==> src/rtl/mem_bus_if.sv <==
// MEM-stage load/store bus interface: alignment check, lane steering,
// req/ack handshake with timeout and pipeline stall generation.
module mem_bus_if #(
   parameter int unsigned TIMEOUT = 16
) (
   input  logic        clk,
   input  logic        reset,
   input  logic        req_valid,
   input  logic        req_we,
   input  logic [1:0]  req_size,
   input  logic [31:0] req_addr,
   input  logic [31:0] req_wdata,
   input  logic        flush,
   output logic        stall,
   output logic        exc_adel,
   output logic        exc_ades,
   output logic        bus_req,
   output logic        bus_we,
   output logic [31:0] bus_addr,
   output logic [3:0]  bus_byteen,
   output logic [31:0] bus_wdata,
   input  logic        bus_ack,
   input  logic [31:0] bus_rdata,
   output logic [31:0] rd_orig,
   output logic [1:0]  byte_sel,
   output logic        rd_valid,
   output logic        bus_err
);

   localparam logic [1:0] S_IDLE = 2'd0;
   localparam logic [1:0] S_WAIT = 2'd1;
   localparam logic [1:0] S_DONE = 2'd2;
   localparam logic [7:0] TO_LAST = 8'(TIMEOUT - 1);

   logic [1:0]  state;
   logic [7:0]  cnt;
   logic        err_q;
   logic        misal;
   logic        idle;
   logic        accept;
   logic [3:0]  be_n;
   logic [31:0] wd_n;

   always_comb begin
      misal = 1'b0;
      be_n  = 4'b1111;
      wd_n  = req_wdata;
      unique case (req_size)
         2'b00: misal = |req_addr[1:0];
         2'b01: begin
            misal = req_addr[0];
            be_n  = req_addr[1] ? 4'b1100 : 4'b0011;
            wd_n  = {2{req_wdata[15:0]}};
         end
         2'b10: begin
            be_n = 4'b0001 << req_addr[1:0];
            wd_n = {4{req_wdata[7:0]}};
         end
         default: misal = 1'b1;
      endcase
   end

   assign idle     = (state == S_IDLE);
   assign accept   = idle & req_valid & ~flush & ~misal;
   assign exc_adel = idle & req_valid & ~req_we & misal & ~flush;
   assign exc_ades = idle & req_valid & req_we & misal & ~flush;
   assign bus_req  = (state == S_WAIT);
   assign stall    = accept | bus_req;
   assign rd_valid = (state == S_DONE) & ~err_q;
   assign bus_err  = (state == S_DONE) & err_q;

   always_ff @(posedge clk) begin
      if (reset) begin
         state      <= S_IDLE;
         cnt        <= '0;
         err_q      <= 1'b0;
         bus_we     <= 1'b0;
         bus_addr   <= '0;
         bus_byteen <= '0;
         bus_wdata  <= '0;
         rd_orig    <= '0;
         byte_sel   <= '0;
      end else begin
         unique case (state)
            S_IDLE: begin
               if (accept) begin
                  bus_we     <= req_we;
                  bus_addr   <= {req_addr[31:2], 2'b00};
                  bus_byteen <= be_n;
                  bus_wdata  <= wd_n;
                  byte_sel   <= req_addr[1:0];
                  cnt        <= '0;
                  err_q      <= 1'b0;
                  state      <= S_WAIT;
               end
            end
            S_WAIT: begin
               if (bus_ack) begin
                  if (!bus_we) rd_orig <= bus_rdata;
                  err_q <= 1'b0;
                  state <= S_DONE;
               end else if (cnt == TO_LAST) begin
                  // aborted access returns a zero word
                  rd_orig <= '0;
                  err_q   <= 1'b1;
                  state   <= S_DONE;
               end else begin
                  cnt <= cnt + 8'd1;
               end
            end
            S_DONE: state <= S_IDLE;
            default: state <= S_IDLE;
         endcase
      end
   end

endmodule

==> config.mk <==
export PLATFORM = sky130hd
export DESIGN_NAME = mem_bus_if
export DESIGN_NICKNAME = d
export VERILOG_FILES = /design/src/rtl/mem_bus_if.sv
export SDC_FILE = /design/constraint.sdc
export NUM_CORES = 1
export LEC_CHECK = 0
export CAP_MARGIN = 20
export CORE_ASPECT_RATIO = 2
export CORE_MARGIN = 2
export CORE_UTILIZATION = 38
export DETAILED_ROUTE_END_ITERATION = 12
export GPL_TIMING_DRIVEN = 0
export PLACE_DENSITY = 0.77
export SYNTH_ARGS = -nofsm -noshare
export SYNTH_HDL_FRONTEND = slang
export SYNTH_SLANG_ARGS = --single-unit
==> constraint.sdc <==
create_clock -name clk -period 1.85 [get_ports clk]
set_clock_uncertainty 0.05 [all_clocks]
set_input_delay 0.37 -clock clk [delete_from_list [all_inputs] [get_ports clk]]
set_output_delay 0.37 -clock clk [all_outputs]
set_load 0.05 [all_outputs]
After elaboration in Yosys (flattened, before gate mapping)
Index checks and enable logic that the tools add are counted.

Bits in registers: 112. Latch bits: 0. RAM bits: 0. Bits in read-only memories: 0. Input port bits: 104. Output and inout bits: 109. Logic and storage cells: 66. Memories kept: 0.

Add/subtract/negate cells: 1. $mul: 0. Div/mod/pow operators: 0. Order comparisons: 0. Equality and inequality tests: 10. Shifts and indexed selects: 1. Muxes and demuxes: 19. Bitwise gates (word level): 16. Reduce and logical (&&, ||, !) cells: 10.

Operators by type and width (count): $mux W32 (3); $pmux W32 S2 (1); $mux W8 (3); $pmux W8 S2 (1); $and A1 B1 Y1 (11); $add A8 B1 Y8 const B (1); $eq A8 B4 Y1 const B (1); $pmux W4 S2 (1); $mux W2 (3); $ne A2 B2 Y1 const B (3); $reduce_and A3 Y1 (2); $eq A2 B1 Y1 const B (2); $eq A2 B2 Y1 const B (2); $logic_not A2 Y1 (2); $mux W4 (1); $not A1 Y1 (4); $pmux W2 S2 (1); $reduce_and A2 Y1 (2); $reduce_and A4 Y1 (1); $reduce_bool A2 Y1 (2); $shl A1 B2 Y4 const A (1); $mux W1 (3); $ne A3 B1 Y1 const B (1); $pmux W1 S3 (1); 4 further kinds (4).

Longest topological paths before layout
Gate-level depths: netlist of the first run.

Depth in word-level cells: 6. Gate-level depth with buffers: 8. Mapped depth without buffers: 6.

Worst setup path after synthesis of the first run
No wires, ideal clock.

Path kind: reg-to-output. Start point: register state[1]. End point: output exc_adel. Arrival time: 2436 ps. Required time: 1430 ps. Slack: -1006 ps. Stages on the path, launching flop included: 3. Buffers on the path: 0. Cells stage by stage: dfxtp_1 -> or4b_4 -> nor4_1.

Word-level cells in the longest chain between the ends: 5.

Ends and longest elaborated chain: start, declared (RTL line 35) `logic [1:0] state;`; start signal, assigned (RTL line 74) `state <= S_IDLE;`; start signal, assigned (RTL line 94) `state <= S_WAIT;`; start signal, assigned (RTL line 101) `state <= S_DONE;`; $logic_not A2 Y1 (RTL line 63) `assign idle = (state == S_IDLE);`; $and A1 B1 Y1 (4 in series) (RTL line 65) `assign exc_adel = idle & req_valid & ~req_we & misal & ~flush;`; end, declared (RTL line 15) `output logic exc_adel,`.

No other way between the ends.

Worst setup path after layout of the first run
Start point: register state[0]. End point: output exc_adel.

Same word-level chain as after synthesis.

==> impl_results.html, run 1 <==
<table>
<tr><th>Metric</th><th>Value</th></tr>
<tr><th colspan="2">Layout</th></tr>
<tr><td>Final-layout fill cell count</td><td>1,096</td></tr>
<tr><td>Number of antenna repair diodes</td><td>0</td></tr>
<tr><td>Fraction of the core area covered by cells at the end of the flow</td><td>64.6%</td></tr>
<tr><td>Layout overhead on the synthesized area</td><td>65.7%</td></tr>
<tr><td>Share of post-route cells with drive strength above 1</td><td>between 10% and 20%</td></tr>
<tr><td>Area used by multi-input combinational logic</td><td>0.00247 mm2</td></tr>
<tr><td>Net count, final</td><td>924</td></tr>
<tr><td>Sequential cell area</td><td>0.00226 mm2</td></tr>
<tr><th colspan="2">Worst setup path</th></tr>
<tr><td>Critical Path RT</td><td>~1400 ps</td></tr>
<tr><td>Critical path cell sequence</td><td>or4b_4 -&gt; nor4_4 -&gt; buf_6</td></tr>
<tr><td>Setup CP Type</td><td>reg -&gt; out</td></tr>
<tr><td>CP max FO</td><td>4</td></tr>
<tr><td>Slowest cell delay on critical path</td><td>550 ps</td></tr>
<tr><td>Max stage delay cell, worst path</td><td>or4b_4</td></tr>
<tr><td>Endpoint kind of the worst setup timing path</td><td>primary output</td></tr>
<tr><td>Arrival time at the worst endpoint</td><td>around 1700 ps</td></tr>
<tr><td>Critical path startpoint category</td><td>register</td></tr>
<tr><th colspan="2">Route</th></tr>
<tr><td>WL final</td><td>17,300 um</td></tr>
<tr><td>Met3 Routed Length</td><td>1090 um</td></tr>
<tr><td>Detailed-route wire length per cell</td><td>17.9 um</td></tr>
<tr><td>Number of DRC violations after detailed routing</td><td>0</td></tr>
<tr><td>Wire length on met2</td><td>9660 um</td></tr>
<tr><td>Number of DRC markers after the initial detailed-route iteration</td><td>236</td></tr>
<tr><td>Max Used Layer</td><td>met4</td></tr>
<tr><td>Met1 layer wirelength in the final routing</td><td>~5900 um</td></tr>
<tr><td>Routed via count</td><td>5,264</td></tr>
<tr><td>Number of routed nets with antenna violations</td><td>0</td></tr>
<tr><td>Number of iterations in the first detailed-routing pass</td><td>8</td></tr>
<tr><td>Ratio of routed vias to standard cells</td><td>~5.4</td></tr>
<tr><th colspan="2">STA</th></tr>
<tr><td>Final Cycle Share</td><td>115%</td></tr>
<tr><td>Final Setup Violations</td><td>68</td></tr>
<tr><td>Final setup slack of the worst path</td><td>-271 ps</td></tr>
<tr><td>Max transition margin</td><td>57.3%</td></tr>
<tr><td>Final hold violation count</td><td>0</td></tr>
<tr><td>RSZ-0062 raised after global routing</td><td>true</td></tr>
<tr><td>Measured slew at the worst slew-check pin</td><td>641 ps</td></tr>
<tr><td>Max Clk Rate</td><td>472 MHz</td></tr>
<tr><td>Total count of max-transition violations in the final report</td><td>0</td></tr>
<tr><td>Minimum period implied by the final worst setup slack</td><td>2120 ps</td></tr>
<tr><th colspan="2">Synthesis</th></tr>
<tr><td>Commonest cells in the netlist</td><td>dfxtp_1, nand2_1, a21oi_1</td></tr>
<tr><td>Cell variety after synth</td><td>45</td></tr>
<tr><td>EDFF count, synth</td><td>0</td></tr>
<tr><td>Count leader, synth</td><td>dfxtp_1</td></tr>
<tr><td>Warning count from the yosys run</td><td>0</td></tr>
<tr><td>Dominant cells by area after synthesis</td><td>dfxtp_1, a21oi_1, nand2_1</td></tr>
<tr><td>Number of instances in the synthesized netlist</td><td>570</td></tr>
<tr><td>Part of the Yosys area used for sequential elements</td><td>47.5%</td></tr>
<tr><td>Portion of synthesized cell area occupied by the leading cell type</td><td>47.5%</td></tr>
<tr><td>Fraction of registers with async set or reset after synthesis</td><td>0%</td></tr>
<tr><td>Mapped Avg Cell Area</td><td>8.28 um2</td></tr>
<tr><td>Flop and latch count out of synthesis</td><td>112</td></tr>
<tr><td>Most used DFF post-synth</td><td>dfxtp_1</td></tr>
<tr><td>Post-synthesis cell area</td><td>0.00472 mm2</td></tr>
<tr><td>Synth area leader</td><td>dfxtp_1</td></tr>
<tr><th colspan="2">Clocking</th></tr>
<tr><td>TritonCTS clock tree</td><td>built</td></tr>
<tr><td>Clock net sink count</td><td>112</td></tr>
<tr><td>H-tree depth</td><td>3</td></tr>
<tr><td>Root buffer cell</td><td>clkbuf_16</td></tr>
<tr><td>Number of CTS-inserted buffers</td><td>9</td></tr>
<tr><td>Max Root-Sink Buffers</td><td>2</td></tr>
<tr><td>Clock insertion delay at the later pin of the skew report</td><td>between 300 and 400 ps</td></tr>
<tr><td>Clock slew seen by the registers of the worst setup and hold paths</td><td>70 ps</td></tr>
<tr><th colspan="2">Die</th></tr>
<tr><td>Effective utilization at floorplan</td><td>between 30% and 40%</td></tr>
<tr><td>Io pins</td><td>213</td></tr>
<tr><td>Die span in y</td><td>between 150 and 200 um</td></tr>
<tr><td>Total die area</td><td>0.0134 mm2</td></tr>
<tr><td>Site row count</td><td>between 50 and 60</td></tr>
<tr><td>Horiz. Die Dim</td><td>82.8 um</td></tr>
<tr><td>Placeable core region</td><td>0.0121 mm2</td></tr>
<tr><th colspan="2">Pwr</th></tr>
<tr><td>Worst IR drop on VDD</td><td>0.491 mV</td></tr>
<tr><td>Share of power burned in registers</td><td>roughly 44%</td></tr>
<tr><td>Relative contribution of the clock network to total power</td><td>between 30% and 40%</td></tr>
<tr><td>Combinational cell fraction of total power</td><td>24.8%</td></tr>
<tr><td>Power density over the cells</td><td>756 mW/mm2</td></tr>
<tr><td>Internal power</td><td>4030 uW</td></tr>
<tr><td>Switching portion of total power</td><td>32.0%</td></tr>
<tr><td>Static Leak</td><td>0.00319 uW</td></tr>
<tr><td>Net load switching power</td><td>about 1900 uW</td></tr>
<tr><th colspan="2">Global route</th></tr>
<tr><td>First-pass GRT wire length</td><td>25,800 um</td></tr>
<tr><td>Largest net degree at the start of global routing</td><td>20</td></tr>
<tr><td>Grt total ovfl</td><td>0</td></tr>
<tr><td>Initial antenna violation count</td><td>0</td></tr>
<tr><td>Via count of the first global-routing pass</td><td>5,126</td></tr>
<tr><td>Combined global-route utilization of all metal layers</td><td>23.9%</td></tr>
<tr><th colspan="2">Placement</th></tr>
<tr><td>Final Wtd Congestion</td><td>~0.93</td></tr>
<tr><td>Half-perimeter wire length after detailed placement</td><td>12,600 um</td></tr>
<tr><td>Input/output buffers</td><td>~210</td></tr>
<tr><td>Worst slack at placement</td><td>-1430 ps</td></tr>
<tr><th colspan="2">Status</th></tr>
<tr><td>Violations in the final reports</td><td>setup timing</td></tr>
<tr><td>Status</td><td>finished, violations left</td></tr>
<tr><th colspan="2">Job</th></tr>
<tr><td>Reported max-cap violation count</td><td>0</td></tr>
<tr><th colspan="2">Hold path</th></tr>
<tr><td>Path category of the worst min-delay check</td><td>reg -&gt; reg</td></tr>
</table>
-- area by class of cell --
type | instances | area share (%)
repair buffers | 234 | 29.0
well taps | 147 | 2.35
flip-flops and latches | 112 | 28.8
clock inverters | 6 | 0.639
clock buffers | 10 | 2.93
inverters | 6 | 0.320
multi-input cells | 401 | 31.5
plain buffers | 51 | 4.38
-- state kept, by name, summed over array words and instances (netlist names) --
name / cells
err_q: 1
bus_addr: 30
byte_sel: 2
cnt: 8
rd_orig: 32
bus_byteen: 4
state: 2
bus_wdata: 32
bus_we: 1
-- critical path, delay by kind of cell (launching register included) --
family | cells | cell delay (ps)
DFF | 1 | 370
and+or+nand+nor | 2 | 780
buffers and inverters | 1 | 210
-- cells in the final DEF, fill, tap and decap left out, types with 2 or more instances in the layout --
| cell type | count |
|---|---|
| a21oi_1 | 81 |
| a21oi_2 | 15 |
| a22oi_1 | 40 |
| a311oi_1 | 8 |
| a311oi_2 | 3 |
| a31oi_1 | 2 |
| buf_1 | 3 |
| buf_2 | 4 |
| buf_4 | 20 |
| buf_6 | 10 |
| buf_8 | 9 |
| clkbuf_1 | 22 |
| clkbuf_16 | 15 |
| clkbuf_2 | 8 |
| clkbuf_4 | 2 |
| clkdlybuf4s50_1 | 95 |
| conb_1 | 2 |
| dfxtp_1 | 107 |
| dfxtp_2 | 2 |
| dfxtp_4 | 3 |
| dlygate4sd2_1 | 105 |
| ha_4 | 4 |
| inv_1 | 3 |
| inv_2 | 2 |
| inv_6 | 2 |
| nand2_1 | 110 |
| nand2b_1 | 2 |
| nand3_1 | 36 |
| nor2_1 | 15 |
| nor2b_1 | 9 |
| nor3_1 | 13 |
| nor3_2 | 5 |
| nor3b_1 | 2 |
| o211ai_1 | 17 |
| o21ai_0 | 6 |
| or3_4 | 2 |
-- metrics by stage --
| step | instance area, um2 | setup TNS, ps | hold slack, ps | std cells | power (uW) |
|---|---|---|---|---|---|
| 2_1_floorplan | 4800 | -138 | 420 | 571 | 3440 |
| 3_3_place_gp | 7080 | -70820 | 390 | 927 | 4020 |
| 3_5_place_dp | 7080 | -75270 | 396 | 927 | 4040 |
| 4_1_cts | 7430 | -492 | 404 | 953 | 5860 |
| 5_1_grt | 7830 | -8690 | 419 | 967 | 6160 |
| 6_report | 7830 | -4610 | 403 | 967 | 5920 |
-- logic make-up (layout without fill, tap and decap cells) --
logic type               Yosys count  count (layout)  share of synthesized area, %
adder cells (fa/ha/maj)            5               5                          1.32
XOR/XNOR                           1               1                         0.186
AND/OR/NAND/NOR                  213             213                          21.0
other                              1               2                        0.0794
buffers and inverters             58             307                          6.01
AO/OA/AOI/OAI                    180             180                          24.0
flip-flops                       112             112                          47.5
-- final timing paths --
kind | startpoint | end | slack (ps) | depth (start not counted)
max reg2reg | state[0] | byte_sel[1] | -130 | 8
min | bus_addr[15] | bus_addr[15] | 400 | 2
min reg2reg | bus_addr[15] | bus_addr[15] | 400 | 2
max | state[0] | exc_adel | -270 | 3
-- metal layers --
layer / global-route usage, % / up-vias
met5: 0 / -
met2: 45.4 / 220
met3: 6.03 / 40
met1: 23.4 / 2488
li1: - / 2516
met4: 11.8 / 0
-- power by group through the flow --
stage / registers (uW) / clock network, uW / logic, uW
2_1_floorplan: 3020 / 0 / 419
3_3_place_gp: 2640 / 0 / 1370
3_5_place_dp: 2650 / 0 / 1390
4_1_cts: 2590 / 1900 / 1370
5_1_grt: 2600 / 2010 / 1550
6_report: 2590 / 1860 / 1470
-- what timing repair did --
| action | in CTS | in global routing |
|---|---|---|
| setup endpoints to repair | 218 | 103 |
| hold buffers | 0 | 0 |
| resized for setup | 189 | 64 |
| setup buffers | 10 | 8 |
| gates cloned | 1 | 6 |
| pin swaps | 9 | 22 |
Power figures use the tool's default switching activity.
==> inputs of run 2 (changes only) <==
==> constraint.sdc (replaced) <==
create_clock -name clk -period 1.8 [get_ports clk]
set_clock_uncertainty 0.05 [all_clocks]
set_input_delay 0.36 -clock clk [delete_from_list [all_inputs] [get_ports clk]]
set_output_delay 0.36 -clock clk [all_outputs]
set_load 0.05 [all_outputs]
==> impl_results.html, run 2 (synthesized netlist as in run 1, its figures left out) <==
<table>
<tr><th>Metric</th><th>Value</th></tr>
<tr><th colspan="2">Worst setup path</th></tr>
<tr><td>Endpoint kind of the worst setup timing path</td><td>primary output</td></tr>
<tr><td>Setup CP Type</td><td>reg -&gt; out</td></tr>
<tr><td>Critical Path RT</td><td>1390 ps (-40 ps)</td></tr>
<tr><td>Critical path startpoint category</td><td>register</td></tr>
<tr><td>CP max FO</td><td>4 (unchanged)</td></tr>
<tr><td>Arrival time at the worst endpoint</td><td>1730 ps (+30 ps)</td></tr>
<tr><th colspan="2">Placement</th></tr>
<tr><td>Final Wtd Congestion</td><td>0.876 (-5.4%)</td></tr>
<tr><td>Half-perimeter wire length after detailed placement</td><td>12,800 um (+1.6%)</td></tr>
<tr><td>Input/output buffers</td><td>209 (unchanged)</td></tr>
<tr><th colspan="2">Global route</th></tr>
<tr><td>Initial antenna violation count</td><td>0 (unchanged)</td></tr>
<tr><td>First-pass GRT wire length</td><td>26,500 um (+3.0%)</td></tr>
<tr><td>Via count of the first global-routing pass</td><td>5,321 (+3.8%)</td></tr>
<tr><td>Combined global-route utilization of all metal layers</td><td>24.5% (+0.66 points)</td></tr>
<tr><td>Largest net degree at the start of global routing</td><td>18 (-10%)</td></tr>
<tr><td>Grt total ovfl</td><td>0 (unchanged)</td></tr>
<tr><th colspan="2">Layout</th></tr>
<tr><td>Number of antenna repair diodes</td><td>0 (unchanged)</td></tr>
<tr><td>Net count, final</td><td>922 (-0.22%)</td></tr>
<tr><td>Most used cells in the layout excluding fill and tap cells</td><td>nand2_1, dfxtp_1, dlygate4sd2_1</td></tr>
<tr><td>Final-layout fill cell count</td><td>1,064 (-2.9%)</td></tr>
<tr><td>Largest registers ranked by flip-flop count</td><td>bus_wdata: 32 flops, rd_orig: 32 flops, bus_addr: 30 flops</td></tr>
<tr><td>Most frequent standard cell in the layout excluding fill and tap cells</td><td>nand2_1</td></tr>
<tr><td>Layout overhead on the synthesized area</td><td>64.9%</td></tr>
<tr><td>Fraction of the core area covered by cells at the end of the flow</td><td>64.2% (-0.34 points)</td></tr>
<tr><td>Share of post-route cells with drive strength above 1</td><td>15.0% (-0.90 points)</td></tr>
<tr><th colspan="2">Route</th></tr>
<tr><td>Number of routed nets with antenna violations</td><td>0 (unchanged)</td></tr>
<tr><td>WL final</td><td>17,300 um (about the same)</td></tr>
<tr><td>Routed via count</td><td>5,238 (-0.49%)</td></tr>
<tr><td>Number of DRC violations after detailed routing</td><td>0 (unchanged)</td></tr>
<tr><td>Detailed-route wire length per cell</td><td>17.9 um (+0.36%)</td></tr>
<tr><td>Number of DRC markers after the initial detailed-route iteration</td><td>245 (+3.8%)</td></tr>
<tr><td>Ratio of routed vias to standard cells</td><td>5.44 (about the same)</td></tr>
<tr><td>Number of iterations in the first detailed-routing pass</td><td>5 (-3)</td></tr>
<tr><th colspan="2">STA</th></tr>
<tr><td>Final setup slack of the worst path</td><td>-338 ps (-67.7 ps)</td></tr>
<tr><td>Hold Worst Slack</td><td>385 ps (-18.0 ps)</td></tr>
<tr><td>Total count of max-transition violations in the final report</td><td>0 (unchanged)</td></tr>
<tr><td>RSZ-0062 raised after global routing</td><td>true</td></tr>
<tr><td>Minimum period implied by the final worst setup slack</td><td>2140 ps</td></tr>
<tr><td>Measured slew at the worst slew-check pin</td><td>640 ps (-0.509 ps)</td></tr>
<tr><td>Final Cycle Share</td><td>119%</td></tr>
<tr><td>Max Clk Rate</td><td>468 MHz</td></tr>
<tr><td>Max transition margin</td><td>57.3% (about the same)</td></tr>
<tr><td>Final hold violation count</td><td>0 (unchanged)</td></tr>
<tr><td>Final Setup Violations</td><td>73 (+7.4%)</td></tr>
<tr><th colspan="2">Clocking</th></tr>
<tr><td>Max Root-Sink Buffers</td><td>2 (unchanged)</td></tr>
<tr><td>Clock net sink count</td><td>112 (unchanged)</td></tr>
<tr><td>Clock slew seen by the registers of the worst setup and hold paths</td><td>70 ps (about the same)</td></tr>
<tr><td>Clock insertion delay at the later pin of the skew report</td><td>340 ps (about the same)</td></tr>
<tr><td>H-tree depth</td><td>3 (unchanged)</td></tr>
<tr><td>Hold-fix buffer count after cts</td><td>0 (unchanged)</td></tr>
<tr><td>Root buffer cell</td><td>clkbuf_16</td></tr>
<tr><td>TritonCTS clock tree</td><td>built</td></tr>
<tr><td>Number of CTS-inserted buffers</td><td>9 (unchanged)</td></tr>
<tr><th colspan="2">Die</th></tr>
<tr><td>Placeable core region</td><td>0.0121 mm2 (unchanged)</td></tr>
<tr><td>Effective utilization at floorplan</td><td>38.9% (unchanged)</td></tr>
<tr><td>Horiz. Die Dim</td><td>82.8 um (unchanged)</td></tr>
<tr><td>Site row count</td><td>57 (unchanged)</td></tr>
<tr><td>Die span in y</td><td>162 um (unchanged)</td></tr>
<tr><td>Total die area</td><td>0.0134 mm2 (unchanged)</td></tr>
<tr><td>Io pins</td><td>213 (unchanged)</td></tr>
<tr><th colspan="2">Pwr</th></tr>
<tr><td>Overall power consumption</td><td>6040 uW (+2.1%)</td></tr>
<tr><td>Power density over the cells</td><td>776 mW/mm2 (+2.6%)</td></tr>
<tr><td>Static Leak</td><td>0.00317 uW (-0.48%)</td></tr>
<tr><td>Worst IR drop on VDD</td><td>0.546 mV (+11%)</td></tr>
<tr><th colspan="2">Status</th></tr>
<tr><td>Violations in the final reports</td><td>setup timing</td></tr>
<tr><td>Status</td><td>finished, violations left</td></tr>
<tr><th colspan="2">Hold path</th></tr>
<tr><td>Path category of the worst min-delay check</td><td>in -&gt; reg</td></tr>
<tr><th colspan="2">Job</th></tr>
<tr><td>Reported max-cap violation count</td><td>0 (unchanged)</td></tr>
</table>
run 2: changes by cell type in the layout (fill, tap and decap cells not counted), sizes merged:
cell	delta
clkinvlp	+2
inv	-2
clkbuf	-5
clkinv	-2
bufbuf	+3
run 2: worst max-delay path, cell delays in order, from the launching register on:
cell and delay [ps]:
dfxtp_4 370, or4b_4 550, nor4_4 250, buf_6 210
run 2: path summary, 6_finish.rpt:
| kind | end | startpoint | cells after the start | slack, ps |
|---|---|---|---|---|
| worst max-delay path | exc_adel | state[0] | 3 | -340 |
| worst min-delay path | state[1] | bus_ack | 3 | 390 |
| worst max register to register | bus_we | state[0] | 7 | -240 |
| worst min register to register | bus_addr[20] | bus_addr[20] | 2 | 400 |
run 2: routing by layer:
metal  global-route usage, %  vias up  share of wire [%]
li1                        -     2516                  -
met1                    24.1     2441                 35
met2                    46.5      227                 55
met3                    5.01       54                5.8
met4                    14.2        0                4.8
met5                       0        -                  0
run 2: metrics by stage:
| stage | setup TNS (ps) | setup WS [ps] | cells | area [um2] |
|---|---|---|---|---|
| 2_1_floorplan | -745 | -171 | 571 | 4820 |
| 3_3_place_gp | -76810 | -1410 | 927 | 7100 |
| 3_5_place_dp | -82380 | -1450 | 927 | 7100 |
| 4_1_cts | -4700 | -304 | 957 | 7620 |
| 5_1_grt | -15580 | -356 | 963 | 7780 |
| 6_report | -11040 | -338 | 963 | 7780 |
run 2: power by group:
part           total, uW  internal (uW)  switching [uW]
Combinational       1500            587             911
Sequential          2660           2590            71.0
Clock               1880            968             914
Total               6040           4150            1900
run 2: layout make-up:
class                           instances  area (um2)  share of cell area (%)
Timing Repair Buffer                  234        2280                    29.3
Inverter                                6        25.0                   0.321
Sequential cell                       112        2260                    29.0
Clock inverter                          4        31.3                   0.402
Clock buffer                           10         239                    3.07
Multi-Input combinational cell        401        2460                    31.5
Tap cell                              147         184                    2.36
Buffer                                 49         313                    4.02
run 2: repair_timing:
action / in CTS / in global routing
cloned: 5 / 1
buffers inserted: 12 / 7
resized for setup: 210 / 32
setup endpoints to repair: 215 / 110
pin swaps: 27 / 6
==> inputs of run 3 (changes only) <==
--- a/config.mk
+++ b/config.mk
@@ -7,11 +7,12 @@
 export LEC_CHECK = 0
 export CAP_MARGIN = 20
 export CORE_ASPECT_RATIO = 2
-export CORE_MARGIN = 2
+export CORE_MARGIN = 5
 export CORE_UTILIZATION = 38
 export DETAILED_ROUTE_END_ITERATION = 12
 export GPL_TIMING_DRIVEN = 0
 export PLACE_DENSITY = 0.77
+export SETUP_SLACK_MARGIN = 0.2
 export SYNTH_ARGS = -nofsm -noshare
 export SYNTH_HDL_FRONTEND = slang
 export SYNTH_SLANG_ARGS = --single-unit
==> impl_results.html, run 3 (synthesized netlist as in run 1, its figures left out) <==
<table>
<tr><th>Metric</th><th>Value</th></tr>
<tr><th colspan="2">Die</th></tr>
<tr><td>Placeable core region</td><td>0.0122 mm2 (+0.59%)</td></tr>
<tr><td>Effective utilization at floorplan</td><td>38.7% (-0.23 points)</td></tr>
<tr><td>Site row count</td><td>57 (unchanged)</td></tr>
<tr><td>Total die area</td><td>0.0149 mm2 (+11%)</td></tr>
<tr><td>Horiz. Die Dim</td><td>88.8 um (+7.2%)</td></tr>
<tr><td>Io pins</td><td>213 (unchanged)</td></tr>
<tr><td>Die span in y</td><td>168 um (+3.7%)</td></tr>
<tr><th colspan="2">Worst setup path</th></tr>
<tr><td>Slowest cell delay on critical path</td><td>550 ps (about the same)</td></tr>
<tr><td>Arrival time at the worst endpoint</td><td>1710 ps (-20 ps)</td></tr>
<tr><td>Setup CP Type</td><td>reg -&gt; out</td></tr>
<tr><td>Reg2Reg Launch Point</td><td>state[0]</td></tr>
<tr><td>Register-to-Register Path Depth</td><td>7 (unchanged)</td></tr>
<tr><td>Endpoint kind of the worst setup timing path</td><td>primary output</td></tr>
<tr><td>Setup slack on the worst flop-to-flop path</td><td>-220 ps (+20 ps)</td></tr>
<tr><td>Worst Path Buf+Inv</td><td>1 (unchanged)</td></tr>
<tr><td>Max stage delay cell, worst path</td><td>or4b_4</td></tr>
<tr><td>Critical path cell sequence</td><td>or4b_4 -&gt; nor4_4 -&gt; buf_6</td></tr>
<tr><td>Crit path max-delay family</td><td>simple AND/OR/NAND/NOR gates</td></tr>
<tr><td>CP max FO</td><td>3 (-1)</td></tr>
<tr><td>Critical Path RT</td><td>1390 ps (about the same)</td></tr>
<tr><td>Crit path from</td><td>state[0]</td></tr>
<tr><td>Capturing point of the worst reg2reg path</td><td>bus_wdata[3]</td></tr>
<tr><td>Critical path startpoint category</td><td>register</td></tr>
<tr><th colspan="2">Placement</th></tr>
<tr><td>Placed cell areas</td><td>0.00736 mm2 (+3.7%)</td></tr>
<tr><td>Half-perimeter wire length after detailed placement</td><td>13,200 um (+3.0%)</td></tr>
<tr><td>Post-Place Cells</td><td>927 (unchanged)</td></tr>
<tr><td>Worst slack at placement</td><td>-1550 ps (-100 ps)</td></tr>
<tr><td>Final Wtd Congestion</td><td>0.896 (+2.4%)</td></tr>
<tr><td>Input/output buffers</td><td>209 (unchanged)</td></tr>
<tr><th colspan="2">Pwr</th></tr>
<tr><td>Switching portion of total power</td><td>31.7% (+0.27 points)</td></tr>
<tr><td>Worst IR drop on VDD</td><td>0.668 mV (+22%)</td></tr>
<tr><td>Share of power burned in registers</td><td>42.0% (-2.0 points)</td></tr>
<tr><td>Combinational cell fraction of total power</td><td>26.0% (+1.2 points)</td></tr>
<tr><td>Power density over the cells</td><td>727 mW/mm2 (-6.3%)</td></tr>
<tr><td>Internal power</td><td>4360 uW (+5.1%)</td></tr>
<tr><td>Static Leak</td><td>0.00298 uW (-6.0%)</td></tr>
<tr><td>Relative contribution of the clock network to total power</td><td>32.0% (+0.8 points)</td></tr>
<tr><td>Net load switching power</td><td>2020 uW (+6.4%)</td></tr>
<tr><th colspan="2">Clocking</th></tr>
<tr><td>Clock insertion delay at the later pin of the skew report</td><td>350 ps (about the same)</td></tr>
<tr><td>Clock slew seen by the registers of the worst setup and hold paths</td><td>80 ps (about the same)</td></tr>
<tr><td>Max Root-Sink Buffers</td><td>2 (unchanged)</td></tr>
<tr><td>H-tree depth</td><td>3 (unchanged)</td></tr>
<tr><td>Clock net sink count</td><td>112 (unchanged)</td></tr>
<tr><td>Root buffer cell</td><td>clkbuf_16</td></tr>
<tr><td>TritonCTS clock tree</td><td>built</td></tr>
<tr><td>Number of CTS-inserted buffers</td><td>9 (unchanged)</td></tr>
<tr><td>Hold-fix buffer count after cts</td><td>0 (unchanged)</td></tr>
<tr><th colspan="2">STA</th></tr>
<tr><td>Setup_tns</td><td>-11,080 ps (-43.7 ps)</td></tr>
<tr><td>RSZ-0062 raised after global routing</td><td>true</td></tr>
<tr><td>Final hold violation count</td><td>0 (unchanged)</td></tr>
<tr><td>Max transition margin</td><td>48.5% (-8.8 points)</td></tr>
<tr><td>Final Cycle Share</td><td>118% (-1.1 points)</td></tr>
<tr><td>Max Clk Rate</td><td>472 MHz (+0.96%)</td></tr>
<tr><td>Measured slew at the worst slew-check pin</td><td>772 ps (+132 ps)</td></tr>
<tr><td>Total count of max-transition violations in the final report</td><td>0 (unchanged)</td></tr>
<tr><td>Minimum period implied by the final worst setup slack</td><td>2120 ps (-20.2 ps)</td></tr>
<tr><td>Final Setup Violations</td><td>103 (+41%)</td></tr>
<tr><td>Final setup slack of the worst path</td><td>-318 ps (+20.2 ps)</td></tr>
<tr><th colspan="2">Global route</th></tr>
<tr><td>Grt total ovfl</td><td>0 (unchanged)</td></tr>
<tr><td>Combined global-route utilization of all metal layers</td><td>24.3% (-0.22 points)</td></tr>
<tr><td>First-pass GRT wire length</td><td>28,500 um (+7.3%)</td></tr>
<tr><td>Via count of the first global-routing pass</td><td>5,575 (+4.8%)</td></tr>
<tr><td>Initial antenna violation count</td><td>0 (unchanged)</td></tr>
<tr><td>Largest net degree at the start of global routing</td><td>19 (+1)</td></tr>
<tr><th colspan="2">Route</th></tr>
<tr><td>Routed via count</td><td>5,497 (+4.9%)</td></tr>
<tr><td>WL final</td><td>19,800 um (+15%)</td></tr>
<tr><td>Number of routed nets with antenna violations</td><td>0 (unchanged)</td></tr>
<tr><td>Number of DRC violations after detailed routing</td><td>0 (unchanged)</td></tr>
<tr><td>Number of iterations in the first detailed-routing pass</td><td>5 (unchanged)</td></tr>
<tr><td>Detailed-route wire length per cell</td><td>20.1 um (+12%)</td></tr>
<tr><td>Number of DRC markers after the initial detailed-route iteration</td><td>236 (-3.7%)</td></tr>
<tr><td>Ratio of routed vias to standard cells</td><td>5.59 (+2.8%)</td></tr>
<tr><th colspan="2">Layout</th></tr>
<tr><td>Layout overhead on the synthesized area</td><td>85.7%</td></tr>
<tr><td>Largest registers ranked by flip-flop count</td><td>bus_wdata: 32 flops, rd_orig: 32 flops, bus_addr: 30 flops</td></tr>
<tr><td>Net count, final</td><td>941 (+2.1%)</td></tr>
<tr><td>Final non-filler cell total</td><td>983 (+2.1%)</td></tr>
<tr><td>Design Area, Final</td><td>0.00877 mm2 (+13%)</td></tr>
<tr><td>Final-layout fill cell count</td><td>878 (-17%)</td></tr>
<tr><td>Most frequent standard cell in the layout excluding fill and tap cells</td><td>nand2_1</td></tr>
<tr><td>Share of post-route cells with drive strength above 1</td><td>37.9% (+23 points)</td></tr>
<tr><td>Number of antenna repair diodes</td><td>0 (unchanged)</td></tr>
<tr><td>Fraction of the core area covered by cells at the end of the flow</td><td>71.9% (+7.7 points)</td></tr>
<tr><td>Most used cells in the layout excluding fill and tap cells</td><td>nand2_1, dfxtp_1, clkdlybuf4s50_1</td></tr>
<tr><th colspan="2">Hold path</th></tr>
<tr><td>Start point of the worst min-delay path</td><td>req_addr[1]</td></tr>
<tr><td>Path category of the worst min-delay check</td><td>in -&gt; reg</td></tr>
<tr><td>Worst hold stages</td><td>3 (unchanged)</td></tr>
<tr><td>Endpoint of the worst hold path</td><td>byte_sel[1]</td></tr>
<tr><th colspan="2">Job</th></tr>
<tr><td>Reported max-cap violation count</td><td>0 (unchanged)</td></tr>
<tr><th colspan="2">Status</th></tr>
<tr><td>Status</td><td>finished, violations left</td></tr>
<tr><td>Violations in the final reports</td><td>setup timing</td></tr>
</table>
==> run 3: cell count changes in the layout (fill, tap and decap cells not counted), moves of 18 or more <==
cell             change
dlygate4sd2_1      -101
clkdlybuf4s15_2     +89
nand3_1             -33
a21oi_1             -32
a21oi_2             +31
nand3_2             +18
==> run 3: layout make-up <==
class                   count  area (um2)  area share, %
clock buffers              10         229           2.61
clock inverters             5        65.1          0.742
plain buffers              52         403           4.59
flip-flops and latches    112        2260           25.8
inverters                   6        46.3          0.528
well taps                 147         184           2.10
multi-input cells         401        2870           32.7
repair buffers            250        2720           31.0
==> run 3: power groups by stage <==
stage | sequential (uW) | clock (uW) | combinational (uW)
floorplan | 3110 | 0 | 461
detailed placement | 2730 | 0 | 1470
finish | 2680 | 2040 | 1660
CTS | 2670 | 2080 | 1570
global placement | 2720 | 0 | 1450
global route | 2690 | 2190 | 1740
==> run 3: routing by layer <==
metal	routed length [um]	track usage (%)
met3	1430	6.59
met4	757	10.2
met2	11000	45.6
met1	6610	23.7
met5	0	0
==> run 3: worst max-delay path by stage <==
| stage | to | depth (start not counted) |
|---|---|---|
| 2_1_floorplan | exc_adel | 2 |
| 3_3_place_gp | stall | 9 |
| 4_1_cts | exc_adel | 3 |
| 6_report | exc_adel | 3 |
| 3_5_place_dp | stall | 9 |
| 5_1_grt | exc_adel | 3 |
==> run 3: through the flow <==
| stage | hold WS [ps] | total power, uW |
|---|---|---|
| after global routing | 332 | 6630 |
| after floorplan | 398 | 3570 |
| after detailed placement | 398 | 4200 |
| after CTS | 408 | 6310 |
| final | 329 | 6370 |
| after global placement | 392 | 4170 |
==> run 3: timing repair <==
| item | in CTS | in global routing |
|---|---|---|
| gates cloned | 7 | 2 |
| buffers inserted | 21 | 11 |
| pin swaps | 46 | 17 |
| resized for setup | 429 | 91 |
| setup endpoints to repair | 219 | 118 |
==> run 3: tightest hold or removal path, stage by stage <==
cell and delay [ps]:
clkbuf_2 170, nand2_1 110, a21oi_2 50
